==> src/rtl/tlp_tx_arb.sv <==
// Packet-atomic arbiter for the shared 64-bit PCIe TX Avalon-ST channel.
// One source owns the channel from SOP through EOP; beats pass with no added latency.
module tlp_tx_arb #(
    parameter int NUM_SRC   = 2,
    parameter bit PRIO_SRC0 = 1'b0,
    parameter int IDX_BITS  = $clog2(NUM_SRC)
) (
    input  logic                       pcieClk_in,
    input  logic                       pcieRstN_in,
    input  logic [NUM_SRC-1:0][63:0]   srcData_in,
    input  logic [NUM_SRC-1:0]         srcValid_in,
    output logic [NUM_SRC-1:0]         srcReady_out,
    input  logic [NUM_SRC-1:0]         srcSOP_in,
    input  logic [NUM_SRC-1:0]         srcEOP_in,
    output logic [63:0]                txData_out,
    output logic                       txValid_out,
    input  logic                       txReady_in,
    output logic                       txSOP_out,
    output logic                       txEOP_out,
    output logic [IDX_BITS-1:0]        grant_out,
    output logic                       busy_out,
    output logic                       protoErr_out
);

    typedef enum logic {
        IDLE,
        LOCKED
    } state_t;

    state_t              state_q, state_d;
    logic [IDX_BITS-1:0] owner_q, owner_d;
    logic [IDX_BITS-1:0] last_q, last_d;
    logic                err_q, err_d;

    logic [NUM_SRC-1:0]  req;
    logic [NUM_SRC-1:0]  stray;
    logic                has_req;
    logic [IDX_BITS-1:0] arb_sel;
    logic [IDX_BITS-1:0] sel;
    logic                fwd;
    logic                accept;
    logic                found;
    int                  idx;

    assign req     = srcValid_in & srcSOP_in;
    assign stray   = srcValid_in & ~srcSOP_in;
    assign has_req = |req;

    // Round-robin scan starts just after the last granted source.
    always_comb begin
        arb_sel = last_q;
        found   = 1'b0;
        idx     = 0;
        for (int k = 1; k <= NUM_SRC; k++) begin
            idx = int'(last_q) + k;
            if (idx >= NUM_SRC) begin
                idx = idx - NUM_SRC;
            end
            if (!found && req[idx]) begin
                arb_sel = IDX_BITS'(idx);
                found   = 1'b1;
            end
        end
        if (PRIO_SRC0 && req[0]) begin
            arb_sel = '0;
        end
    end

    assign sel    = (state_q == LOCKED) ? owner_q : arb_sel;
    assign fwd    = (state_q == LOCKED) || has_req;
    assign accept = fwd && srcValid_in[sel] && txReady_in;

    always_comb begin
        state_d      = state_q;
        owner_d      = owner_q;
        last_d       = last_q;
        err_d        = err_q;
        txData_out   = '0;
        txValid_out  = 1'b0;
        txSOP_out    = 1'b0;
        txEOP_out    = 1'b0;
        srcReady_out = '0;
        grant_out    = last_q;

        if (fwd) begin
            txData_out        = srcData_in[sel];
            txValid_out       = srcValid_in[sel];
            txSOP_out         = srcSOP_in[sel];
            txEOP_out         = srcEOP_in[sel];
            srcReady_out[sel] = txReady_in;
            grant_out         = sel;
        end

        unique case (state_q)
            IDLE: begin
                // Mid-packet beats with no owner are drained and flagged.
                srcReady_out = srcReady_out | stray;
                if (|stray) begin
                    err_d = 1'b1;
                end
                if (accept) begin
                    last_d = sel;
                    if (!srcEOP_in[sel]) begin
                        owner_d = sel;
                        state_d = LOCKED;
                    end
                end
            end
            LOCKED: begin
                if (accept) begin
                    if (srcSOP_in[sel]) begin
                        err_d = 1'b1;
                    end
                    if (srcEOP_in[sel]) begin
                        state_d = IDLE;
                    end
                end
            end
            default: state_d = IDLE;
        endcase
    end

    always_ff @(posedge pcieClk_in or negedge pcieRstN_in) begin
        if (!pcieRstN_in) begin
            state_q <= IDLE;
            owner_q <= '0;
            last_q  <= IDX_BITS'(NUM_SRC - 1);
            err_q   <= 1'b0;
        end else begin
            state_q <= state_d;
            owner_q <= owner_d;
            last_q  <= last_d;
            err_q   <= err_d;
        end
    end

    assign busy_out     = (state_q == LOCKED);
    assign protoErr_out = err_q;

endmodule

==> config.mk <==
export PLATFORM = sky130hd
export DESIGN_NAME = tlp_tx_arb
export DESIGN_NICKNAME = d
export VERILOG_FILES = /design/src/rtl/tlp_tx_arb.sv
export SDC_FILE = /design/constraint.sdc
export NUM_CORES = 1
export LEC_CHECK = 0
export CAP_MARGIN = 15
export CORE_MARGIN = 2
export CORE_UTILIZATION = 22
export CTS_CLUSTER_DIAMETER = 100
export DETAILED_ROUTE_END_ITERATION = 10
export GPL_TIMING_DRIVEN = 0
export PLACE_DENSITY = 0.81
export SLEW_MARGIN = 20
export SYNTH_ARGS = -nofsm -noshare
export SYNTH_HDL_FRONTEND = slang
export SYNTH_SLANG_ARGS = --single-unit
==> constraint.sdc <==
create_clock -name pcieClk_in -period 2.5 [get_ports pcieClk_in]
set_input_delay 0.5 -clock pcieClk_in [delete_from_list [all_inputs] [get_ports pcieClk_in]]
set_output_delay 0.5 -clock pcieClk_in [all_outputs]
set_load 0.01 [all_outputs]
==> flow_summary_export.csv, run 1 <==
group,metric,value,unit
clock_network,clkSinkCount,4,
sta,fin_hold_ws,481,ps
yosys,yosysUniqueCellTypes,29,
yosys,yosys_most_used_dff,"dfrtp_1",
setup_path,critical_path_class,"reg -> out",
sta,fmax,400,MHz
sta,fin_skew,6.03,ps
route,vias_per_cell,4.60,
yosys,ys_seq_area_frac,0.0791,
cells_and_area,layout_commonest_cell,"nand2_1",
power,intPower,1600,uW
power,clkPwrFrac,0.043,
cells_and_area,nets,612,
route,wl,8290,um
sta,setup_viol,0,
yosys,synth-async-reset-ratio,1.00,
setup_path,worstPathArrival,2000,ps
floorplanning,die_w,80.3,um
grt,gr-usage-all-layers,0.231,
floorplanning,dieArea,6450,um2
placed_design,dp_hpwl,6550,um
sta,maxSlewHeadroom,0.692,
yosys,synth_area_per_cell,4.95,um2
yosys,synth_warnings,0,
clock_network,clockBufferDepth,2,
clock_network,worstSkewPairLatency,220,ps
setup_path,rrSetupSlack,780,ps
setup_path,critPathLaunch,"last_q",
grt,antenna_found_initial,0,
sta,worstMarginPinSlew,462,ps
route,met1_length,3440,um
power,comb_power_share,0.923,
power,power_switching,1720,uW
sta,drv_slew,0,
sta,min_period,2500,ps
floorplanning,rows,27,
cells_and_area,fin_util,0.602,
cells_and_area,diodes,0,
status,status,"completed",
cells_and_area,layout_common_cells,"nand2_1 (135), clkdlybuf4s50_1 (134), a21oi_1 (55)",
route,initialDrtViolationCount,68,
route,drc,0,
grt,grt_pass1_wl,11900,um
yosys,syn_area,1280,um2
route,final_antenna_net_count,0,
grt,grt_max_degree,11,
setup_path,start_kind,"register",
placed_design,io_buffers,207,
floorplanning,fp.coreArea,5570,um2
grt,grt-ovfl-total,0,
clock_network,cts_root_buf,"clkbuf_8",
min_path,hold_class,"in -> async",
sta,rsz0062_at_grt,"true",
route,route.met3.wl,607,um
floorplanning,io_pins,209,
setup_path,timing.rr.start,"last_q",
sta,finalCritPeriodShare,0.999,
power,pwr-share-seq,0.035,
route,vias,2513,
yosys,synth-seq-cells,4,
yosys,synth-edff-count,0,
clock_network,hold_buffers,0,
clock_network,cts_max_level,1,
setup_path,worst-endpoint-required,2000,ps
route,highest_layer,"met4",
setup_path,cp_max_fo,10,
power,p_leak,0.00154,uW
route,drt-pass1-iter-count,4,
yosys,netlist_instances,259,
placed_design,gp_congestion,0.884,
floorplanning,initial_core_util,0.230,
clock_network,numCtsBuffers,3,
setup_path,rr_worst_depth,6,
power,swShare,0.519,
route,dr_wl_met2,4040,um
grt,first_global_vias,2328,
power,power_density,991,nW/um2
setup_path,crit_path_end_kind,"output port",
sta,hold_violations,0,
route,wire_per_inst,15.2,um
yosys,mappedNetlistNets,396,
job,max_cap_viol_count,0,
clock_network,cts_tree,"yes",
cells_and_area,syn_to_final_growth,162,%
power,ir_worst_vdd,0.593,mV
cells_and_area,drive_above_1_share,0.247,
clock_network,path_clk_slew,30,ps
floorplanning,die_h,80.3,um
[per-layer routing]
| metal | global-route usage | vias up |
|---|---|---|
| li1 | - | 1284 |
| met1 | 0.287 | 1113 |
| met2 | 0.405 | 100 |
| met3 | 0.0472 | 16 |
| met4 | 0.0559 | 0 |
| met5 | 0 | - |
[worst max-delay path, stage by stage, from the launching register on]
cell	delay [ps]
dfstp_2	550
and3_1	180
o31a_1	140
buf_6	140
clkbuf_2	250
nand2_1	100
a21oi_2	170
clkdlybuf4s15_2	240
[synth_stat cells (all sizes together) (2+ instances only)]
library cell | number | area (um2)
nor2 | 4 | 15.0
mux2 | 2 | 22.5
o31a | 2 | 17.5
dfrtp | 3 | 75.1
nand2b | 3 | 18.8
buf | 13 | 90.1
o22ai | 2 | 12.5
a21oi | 68 | 340
o22a | 2 | 17.5
nand2 | 135 | 507
clkbuf | 11 | 42.5
[timing repair]
| item | CTS | global route |
|---|---|---|
| pin swaps | 0 | 2 |
| hold endpoints to repair | 0 | 0 |
| cloned | 0 | 1 |
| endpoints found under the setup margin | 70 | 68 |
| gates resized for setup | 169 | 108 |
| setup buffers | 3 | 0 |
[cells by family (layout without fill, tap and decap cells)]
kind of cell,after synthesis,in the layout,share of synthesized area
compound gates,80,80,0.343
buf+inv,26,241,0.113
flops,4,4,0.0791
mux,3,3,0.0254
simple gates,146,146,0.439
[final cells by class]
cell class	count	area, um2
Sequential cell	4	101
Clock buffer	4	45.0
Inverter	2	20.0
Tap cell	72	90.1
Buffer	24	190
Fill cell	550	2220
Timing Repair Buffer	211	1800
Multi-Input combinational cell	229	1100
[worst max-delay path by stage]
stage | endpoint | slack [ps] | cells past startpoint
floorplan | txData_out[22] | 290 | 9
global placement | txData_out[21] | -970 | 6
detailed placement | txData_out[6] | -940 | 6
CTS | txData_out[21] | -3 | 8
global route | txData_out[4] | -80 | 8
finish | txData_out[38] | 2 | 7
[metrics by stage]
| stage | setup TNS (ps) | std cells | power (uW) | instance area (um2) | setup WS [ps] |
|---|---|---|---|---|---|
| 5_1_grt | -466 | 546 | 3630 | 3350 | -80.4 |
| 4_1_cts | -3.23 | 545 | 3320 | 3460 | -3.23 |
| 6_report | 0 | 546 | 3320 | 3350 | 2.36 |
| 3_5_place_dp | -56810 | 538 | 3420 | 3440 | -937 |
| 3_3_place_gp | -57600 | 538 | 3400 | 3440 | -965 |
| 2_1_floorplan | 0 | 259 | 1670 | 1280 | 292 |
[power groups by stage]
stage | Clock, uW | Sequential (uW) | Combinational [uW]
finish | 141 | 115 | 3070
global route | 153 | 120 | 3350
CTS | 144 | 114 | 3060
detailed placement | 0 | 117 | 3310
global placement | 0 | 115 | 3290
floorplan | 0 | 116 | 1560
Power figures use the tool's default switching activity.
==> run 2: changes to the inputs <==
==> constraint.sdc (replaced) <==
create_clock -name pcieClk_in -period 2.5 [get_ports pcieClk_in]
set_input_delay 0.625 -clock pcieClk_in [delete_from_list [all_inputs] [get_ports pcieClk_in]]
set_output_delay 0.625 -clock pcieClk_in [all_outputs]
set_load 0.01 [all_outputs]
==> run 2 against run 1 <==
  * The flow now finishes with violations (setup timing)
  * Global-route usage increased by 1.9 points
  * Final area increased by 8.5%
  * Power rose by 16%
  * First-iteration DRC count decreased by 16%
  * Clock skew barely moved
  * Via count grew 4.3%
  * Fmax fell by 3.5%
  * Clock power barely moved
  * Sequential share of layout area shrank 0.24 points
==> flow_summary_export.csv, run 2 (synthesis results as in run 1) <==
group,metric,value,unit
status,status,"finished, violations left",
status,violations,"setup timing",
placed_design,io_buffers,207,
setup_path,timing.rr.start,"last_q",
setup_path,critical_path_class,"in -> out",
sta,setup_viol,43,
power,power_density,1060,nW/um2
grt,antenna_found_initial,0,
setup_path,worst-endpoint-required,1880,ps
clock_network,worstSkewPairLatency,220,ps
sta,finalCritPeriodShare,1.04,
setup_path,cp_slowest_cell,"o31a_1",
grt,gr-usage-all-layers,0.250,
setup_path,rr_worst_depth,8,
cells_and_area,layout_commonest_cell,"clkdlybuf4s50_1",
floorplanning,rows,27,
power,p_leak,0.00165,uW
floorplanning,dieArea,6450,um2
clock_network,numCtsBuffers,3,
cells_and_area,layout_common_cells,"clkdlybuf4s50_1 (134), nand2_1 (123), buf_2 (73)",
cells_and_area,fin_util,0.653,
grt,first_global_vias,2475,
floorplanning,die_h,80.3,um
cells_and_area,nFillCells,491,
min_path,whs_path_depth,2,
clock_network,clkSinkCount,4,
route,drt-pass1-iter-count,4,
route,vias_per_cell,4.71,
setup_path,worstPathArrival,1960,ps
sta,drv_slew,0,
placed_design,gp_congestion,0.884,
sta,fin_skew,5.99,ps
clock_network,cts_max_level,1,
setup_path,crit_path_end_kind,"output port",
setup_path,cp_cell_sequence,"buf_12, and3_4, o31a_1, buf_6, clkinv_8, buf_8, buf_8, nand2_1, a21oi_2, buf_2",
sta,min_period,2590,ps
cells_and_area,syn_to_final_growth,184,%
grt,grt_max_degree,11,
min_path,hold_path_end,"protoErr_out",
route,vias,2622,
cells_and_area,fin_cells,557,
cells_and_area,drive_above_1_share,0.330,
sta,worstMarginPinSlew,503,ps
min_path,worstHoldStart,"protoErr_out",
floorplanning,io_pins,209,
setup_path,start_kind,"input pin",
grt,grt-ovfl-total,0,
floorplanning,fp.coreArea,5570,um2
sta,setup_ws,-89.0,ps
sta,rsz0062_at_grt,"true",
sta,hold_violations,0,
route,wire_per_inst,16.0,um
min_path,hold_class,"reg -> reg",
setup_path,slowest_delay,250,ps
sta,fmax,386,MHz
sta,maxSlewHeadroom,0.664,
route,initialDrtViolationCount,57,
clock_network,path_clk_slew,30,ps
clock_network,hold_buffers,0,
clock_network,cts_root_buf,"clkbuf_8",
cells_and_area,diodes,0,
clock_network,cts_tree,"yes",
setup_path,cpMostUsedCell,"buf_8",
floorplanning,die_w,80.3,um
placed_design,dp_cells,538,
setup_path,cp_max_fo,6,
placed_design,dp_hpwl,6550,um
power,ir_worst_vdd,0.693,mV
setup_path,rrSetupSlack,710,ps
job,max_cap_viol_count,0,
cells_and_area,nets,623,
route,drc,0,
floorplanning,initial_core_util,0.230,
clock_network,clockBufferDepth,2,
setup_path,rr_endpoint,"protoErr_out",
route,wl,8890,um
route,final_antenna_net_count,0,
grt,grt_pass1_wl,12900,um
run 2: changes by cell type in the layout (fill, tap and decap cells not counted), moves of 4 or more:
cell	change
clkdlybuf4s15_2	-5
a21oi_1	-16
nand2_1	-12
buf_6	+4
clkbuf_2	-49
buf_8	+6
nand2_2	+12
a21oi_2	+16
buf_2	+51
run 2: worst max-delay path by stage:
stage / startpoint / endpoint / slack (ps) / cells after the start
after detailed placement: srcValid_in[0] / txData_out[6] / -1190 / 6
after global placement: srcValid_in[0] / txData_out[21] / -1220 / 6
after floorplan: srcValid_in[1] / txData_out[22] / 40 / 9
after global routing: srcValid_in[0] / txData_out[63] / -140 / 9
final: srcValid_in[0] / txData_out[22] / -90 / 10
after CTS: srcValid_in[0] / txData_out[29] / -100 / 10
run 2: repair_timing:
item                       in CTS  in global routing
setup endpoints to repair      70                 68
pin swaps                      15                 16
resized for setup             354                 39
buffers inserted                8                  1
gates cloned                    7                  1
run 2: layout make-up:
| cell class | instances | area (um2) | area share |
|---|---|---|---|
| inverter | 2 | 20.0 | 0.00550 |
| clock buffer | 4 | 45.0 | 0.0124 |
| timing repair inverter | 1 | 8.76 | 0.00241 |
| buffer | 23 | 225 | 0.0619 |
| sequential | 4 | 101 | 0.0278 |
| tap | 72 | 90.1 | 0.0248 |
| multi-input combinational | 229 | 1200 | 0.330 |
| timing repair buffer | 222 | 1950 | 0.536 |
run 2: report_power, final:
group	internal [uW]	switching, uW	total [uW]	leakage [uW]
clock	109	32.4	141	0.0000228
combinational	1760	1850	3600	0.00159
sequential	93.1	23.6	117	0.0000435
total	1960	1900	3860	0.00165
run 2: stage by stage:
stage	power (uW)	TNS, ps	instance area [um2]	hold WS, ps	setup slack, ps
2_1_floorplan	1670	0	1280	329	41.7
3_3_place_gp	3400	-75110	3440	482	-1220
5_1_grt	4160	-5500	3640	530	-141
3_5_place_dp	3420	-74330	3440	485	-1190
4_1_cts	3730	-2100	3540	493	-99.5
6_report	3860	-1480	3640	490	-89.0
run 2: layer usage:
metal	track usage	wire, um	share of wire
met1	0.309	3630	0.41
met2	0.438	4360	0.49
met3	0.0539	718	0.081
met4	0.0593	182	0.020
met5	0	0	0
run 2: critical path, delay by kind of cell:
| family | cells | cell delay (ps) |
|---|---|---|
| buffers and inverters | 6 | 730 |
| AND/OR/NAND/NOR | 2 | 230 |
| AO/OA/AOI/OAI | 2 | 380 |
